[src/rtl/uart_pkg.sv]
// rtl/uart_pkg.sv - shared UART constants and receiver state encoding
package uart_pkg;

    localparam int CLKS_PER_BIT_DEFAULT = 1250;
    localparam int DATA_BITS            = 8;
    localparam int STOP_BITS            = 1;

    typedef enum logic [2:0] {
        ST_IDLE  = 3'd0,
        ST_START = 3'd1,
        ST_DATA  = 3'd2,
        ST_STOP  = 3'd3,
        ST_BREAK = 3'd4
    } uart_state_e;

endpackage

[src/rtl/sync2.sv]
// rtl/sync2.sv - two-flop synchronizer, resets to the idle-high line level
module sync2 (
    input  logic clk,
    input  logic rst,
    input  logic d,
    output logic q
);

    logic meta_q;

    always_ff @(posedge clk or posedge rst) begin
        if (rst) begin
            meta_q <= 1'b1;
            q      <= 1'b1;
        end else begin
            meta_q <= d;
            q      <= meta_q;
        end
    end

endmodule

[src/rtl/uart_rx.sv]
// rtl/uart_rx.sv - 8N1 UART receiver with mid-bit sampling and ACK handshake
module uart_rx
    import uart_pkg::*;
#(
    parameter int CLKS_PER_BIT = CLKS_PER_BIT_DEFAULT
) (
    input  logic                 CLK,
    input  logic                 RST,
    input  logic                 RXD,
    output logic [DATA_BITS-1:0] DATA,
    output logic                 VALID,
    input  logic                 ACK,
    output logic                 FRAME_ERR,
    output logic                 OVERRUN,
    output logic                 BUSY
);

    localparam int CW    = (CLKS_PER_BIT > 1) ? $clog2(CLKS_PER_BIT) : 1;
    localparam int BIT_W = $clog2(DATA_BITS);
    localparam logic [CW-1:0]    BIT_LAST  = CW'(CLKS_PER_BIT - 1);
    localparam logic [CW-1:0]    HALF_LAST = CW'(CLKS_PER_BIT / 2 - 1);
    localparam logic [BIT_W-1:0] LAST_BIT  = BIT_W'(DATA_BITS - 1);

    uart_state_e          state_q, state_d;
    logic [CW-1:0]        cnt_q, cnt_d;
    logic [BIT_W-1:0]     bit_q, bit_d;
    logic [DATA_BITS-1:0] shift_q, shift_d;
    logic [DATA_BITS-1:0] data_q, data_d;
    logic                 done_q, done_d;
    logic                 valid_q, valid_d;
    logic                 ferr_q, ferr_d;
    logic                 ovr_q, ovr_d;
    logic                 busy_q, busy_d;
    logic                 prev_q;
    logic [1:0]           warm_q;
    logic                 rxs;
    logic                 fall;

    sync2 u_sync (
        .clk (CLK),
        .rst (RST),
        .d   (RXD),
        .q   (rxs)
    );

    // The synchronizer's reset value looks like an idle line; only trust edges
    // once prev_q holds a genuinely sampled level, so a line low at release is ignored.
    assign fall = (warm_q == 2'd3) && prev_q && !rxs;

    always_ff @(posedge CLK or posedge RST) begin
        if (RST) begin
            state_q <= ST_IDLE;
            cnt_q   <= '0;
            bit_q   <= '0;
            shift_q <= '0;
            data_q  <= '0;
            done_q  <= 1'b0;
            valid_q <= 1'b0;
            ferr_q  <= 1'b0;
            ovr_q   <= 1'b0;
            busy_q  <= 1'b0;
            prev_q  <= 1'b1;
            warm_q  <= 2'd0;
        end else begin
            state_q <= state_d;
            cnt_q   <= cnt_d;
            bit_q   <= bit_d;
            shift_q <= shift_d;
            data_q  <= data_d;
            done_q  <= done_d;
            valid_q <= valid_d;
            ferr_q  <= ferr_d;
            ovr_q   <= ovr_d;
            busy_q  <= busy_d;
            prev_q  <= rxs;
            warm_q  <= (warm_q == 2'd3) ? warm_q : warm_q + 2'd1;
        end
    end

    always_comb begin
        state_d = state_q;
        cnt_d   = cnt_q;
        bit_d   = bit_q;
        shift_d = shift_q;
        done_d  = 1'b0;
        ferr_d  = 1'b0;
        case (state_q)
            ST_IDLE: begin
                if (fall) begin
                    state_d = ST_START;
                    cnt_d   = '0;
                    bit_d   = '0;
                end
            end
            ST_START: begin
                if (cnt_q == HALF_LAST) begin
                    cnt_d   = '0;
                    state_d = rxs ? ST_IDLE : ST_DATA;
                end else begin
                    cnt_d = cnt_q + 1'b1;
                end
            end
            ST_DATA: begin
                if (cnt_q == BIT_LAST) begin
                    cnt_d   = '0;
                    shift_d = {rxs, shift_q[DATA_BITS-1:1]};
                    bit_d   = bit_q + 1'b1;
                    if (bit_q == LAST_BIT) state_d = ST_STOP;
                end else begin
                    cnt_d = cnt_q + 1'b1;
                end
            end
            ST_STOP: begin
                if (cnt_q == BIT_LAST) begin
                    cnt_d = '0;
                    if (rxs) begin
                        done_d  = 1'b1;
                        state_d = ST_IDLE;
                    end else begin
                        ferr_d  = 1'b1;
                        state_d = ST_BREAK;
                    end
                end else begin
                    cnt_d = cnt_q + 1'b1;
                end
            end
            ST_BREAK: begin
                if (rxs) state_d = ST_IDLE;
            end
            default: state_d = ST_IDLE;
        endcase
    end

    // A completing byte always wins over ACK; OVERRUN only when the old byte was never taken.
    always_comb begin
        data_d  = data_q;
        valid_d = valid_q;
        ovr_d   = 1'b0;
        if (done_q) begin
            data_d  = shift_q;
            valid_d = 1'b1;
            ovr_d   = valid_q & ~ACK;
        end else if (ACK) begin
            valid_d = 1'b0;
        end
        busy_d = (state_d != ST_IDLE);
    end

    assign DATA      = data_q;
    assign VALID     = valid_q;
    assign FRAME_ERR = ferr_q;
    assign OVERRUN   = ovr_q;
    assign BUSY      = busy_q;

endmodule

[config.mk]
export PLATFORM = sky130hd
export DESIGN_NAME = uart_rx
export DESIGN_NICKNAME = d
export VERILOG_FILES = /design/src/rtl/uart_pkg.sv /design/src/rtl/sync2.sv /design/src/rtl/uart_rx.sv
export SDC_FILE = /design/constraint.sdc
export NUM_CORES = 1
export LEC_CHECK = 0
export CORE_ASPECT_RATIO = 0.7
export CORE_MARGIN = 10
export CORE_UTILIZATION = 50
export DETAILED_ROUTE_END_ITERATION = 8
export MAX_ROUTING_LAYER = met4
export PLACE_DENSITY = 0.67
export SKIP_CTS_REPAIR_TIMING = 1
export SLEW_MARGIN = 15
export SYNTH_ARGS = -nofsm -noshare
export SYNTH_HDL_FRONTEND = slang
export SYNTH_SLANG_ARGS = --single-unit
[constraint.sdc]
create_clock -name CLK -period 2.2 [get_ports CLK]
set_input_delay 0.55 -clock CLK [delete_from_list [all_inputs] [get_ports CLK]]
set_output_delay 0.55 -clock CLK [all_outputs]
set_load 0.1 [all_outputs]
==> results by group <==
Global routing
  – Vias in the first global route: 1410
  – Largest net degree at the start of global routing: 44
  – First-pass GRT wire length: 7.02 mm
  – Initial antenna violation count: 0
  – GRT overflow: 0
  – GRT Total Usage: 12.9%

Hold path
  – Worst Min Path Start: u_sync.meta_q
  – Hold Path Class: register to register

Critical path
  – Crit path to: BUSY
  – R2R cell count: 6
  – CP startpoint: cnt_q[1]
  – Reg2reg end: BUSY
  – CP Class: register to register
  – Critical path data arrival time: 1.98 ns
  – R2R Setup Slk: 0.39 ns
  – R2r startpoint: cnt_q[1]
  – Crit path capture type: register
  – Crit Path Max Fanout: 5
  – Startpoint class of the critical path: register
  – Worst EP required: 2.37 ns

STA
  – Post-Route Setup TNS: 0 ns
  – Final hold vios: 0
  – Worst Tran Pin Value: approximately 0.50 ns
  – Final setup viols: 0
  – Crit share post-route: 82.4%
  – Unrepaired setup endpoints after global routing: false
  – Final critical-path required period: 1.81 ns
  – Setup Skew: ~0.007 ns
  – Fin. max-slew vios: 0
  – Rel. slew slack: between 60% and 70%
  – Fmax: 0.552 GHz
  – Final hold slack: 0.357 ns

Floorplan
  – I/O pins: 16
  – Die area: between 7000 and 8000 um^2
  – Die H: 73.4 um
  – Chip Width: between 90 and 100 um
  – FP Rows: 19
  – Starting Density: ~52%
  – Core Box Area: approximately 3900 um^2

Routing
  – Iter 0 DRT Violations: 105
  – Remaining DRCs: 0
  – Vias per inst: between 5 and 6
  – Final WL: 3.95 mm
  – Avg WL per Cell: roughly 16 um
  – Via count: 1433
  – Post-DRT Antenna Nets: 0
  – DRT Pass-1 Iters: 4

Job
  – Max-cap violations: 0

Finish
  – # fillers: between 300 and 400
  – Final core occ: 58.3%
  – Synth-to-Final Area Change: 12.3%
  – Layout cell share with drive strength beyond 1: 24.9%
  – Final nets: 206
  – Antenna fix cells: 0

Synthesis
  – Ys async rst share: 100%
  – Flops & latches, synth: 43
  – Largest cells by area after synthesis: dfrtp_1 (49%), mux2_2 (8.8%), dfstp_2 (3.9%)
  – Top-count cell post-synth: dfrtp_1
  – Top-area cell type share of the netlist area: 49.1%
  – Synth Area per Inst: 11.3 um^2
  – Syn Nets: between 150 and 200
  – Synth area leader: dfrtp_1
  – YS warnings: 0
  – Synthesized instance count: 180
  – Synth Flop Type: dfrtp_1
  – Post-synth EDFFs: 0
  – Post-synth cell types: 42
  – Synth top cells by count: dfrtp_1 (40), mux2_2 (16), nand2_1 (16)
  – Post-Syn Area: 2040 um^2
  – Post-synthesis sequential area ratio: 53.0%

Clocking
  – Max Buffers Root-to-Sink: 2
  – CTS Buf Count: 5
  – CTS Root Cell: clkbuf_8
  – Worst skew pair latency: slightly below 0.3 ns
  – CTS sink count: between 40 and 50
  – CTS H-tree depth: 2
  – Clock transition at the registers of the reported paths: 0.08 ns
  – CTS tree: built

Pwr
  – Internal power: between 1 and 1.5 mW
  – Clk pwr share: ~28%
  – Logic gate share of total power: 17.6%
  – Switching part of the total: 31.3%
  – Worst VDD drop: ~0.41 mV
  – Leakage power: 1.09 nW
  – Tot Pwr: 1.74 mW
  – PwrDens: 759 nW/um^2
  – Flop pwr share: 54.7%
  – P_sw: 543 uW

Placement
  – Routability cong.: slightly above 0.8
  – Dpl hpwl: 2.86 mm
  – Port bufs: 15

Run status
  – Status: finished clean
-- layer usage --
layer / GRT usage (%) / up-vias / part of all wire (%)
met2: 17.1 / 37 / 44
met1: 18.2 / 706 / 50
met4: 4.34 / 0 / 1.2
met5: - / - / 0
li1: - / 683 / -
met3: 3.56 / 7 / 5.7
-- state kept, by name, indices dropped and copies added, names as in the netlist, 2 cells and up --
name     flops
state_q      3
bit_q        3
DATA         8
shift_q      8
warm_q       2
cnt_q       11
-- cell usage in the layout, fill, tap and decap left out, types with 4 or more instances in the layout --
master and instances:
inv_1 8, mux2_2 16, or3_1 4, nor2_1 6, o21ai_0 10, nand3_1 4
and3_1 5, clkbuf_8 5, o211ai_1 7, nand4_1 4, dfrtp_1 40, buf_4 14
nor2b_1 4, ha_1 6, nand2_1 16
-- kinds of logic (layout without fill, tap and decap cells) --
kind of cell / after synthesis / after routing / synth area share (%)
XOR/XNOR: 1 / 1 / 0.430
flip-flops: 43 / 43 / 53.0
multiplexers: 16 / 16 / 8.84
adder cells (fa/ha/maj): 6 / 6 / 3.68
buffers and inverters: 17 / 34 / 4.17
AND/OR/NAND/NOR: 63 / 63 / 18.9
AO/OA/AOI/OAI: 34 / 34 / 11.0
-- critical path, stage by stage (launching register included) --
cell,delay (ns)
dfrtp_1,0.41
inv_1,0.11
ha_1,0.17
and4bb_2,0.30
a31oi_1,0.12
or3_1,0.42
nand4bb_1,0.18
-- worst min-delay path by stage --
stage,to,slack (ns),cells past startpoint
after floorplan,u_sync.q,0.35,0
after global placement,u_sync.q,0.35,0
after detailed placement,u_sync.q,0.35,0
after CTS,u_sync.q,0.36,0
after global routing,u_sync.q,0.36,0
final,u_sync.q,0.36,0
-- through the flow --
| step | area (um^2) | setup WS (ns) | cells |
|---|---|---|---|
| 2_1_floorplan | 2040 | 0.567 | 180 |
| 3_3_place_gp | 2200 | 0.434 | 241 |
| 3_5_place_dp | 2200 | 0.413 | 241 |
| 4_1_cts | 2290 | 0.381 | 249 |
| 5_1_grt | 2290 | 0.266 | 249 |
| 6_report | 2290 | 0.388 | 249 |
-- layout make-up --
| cell class | instances | area [um^2] | share of cell area (%) |
|---|---|---|---|
| Clock buffer | 6 | 72.6 | 3.17 |
| Clock inverter | 2 | 12.5 | 0.547 |
| Inverter | 8 | 30.0 | 1.31 |
| Multi-Input combinational cell | 120 | 873 | 38.2 |
| Sequential cell | 43 | 1080 | 47.2 |
| Tap cell | 52 | 65.1 | 2.84 |
| Timing Repair Buffer | 18 | 155 | 6.78 |
-- power groups by stage --
stage	Clock (mW)	Sequential [mW]	Combinational [mW]
final	0.481	0.951	0.306
after CTS	0.501	0.948	0.307
after global routing	0.538	0.962	0.345
after global placement	0	0.957	0.294
after detailed placement	0	0.962	0.304
after floorplan	0	0.940	0.260
No activity file was read; power rests on OpenSTA's default activity.
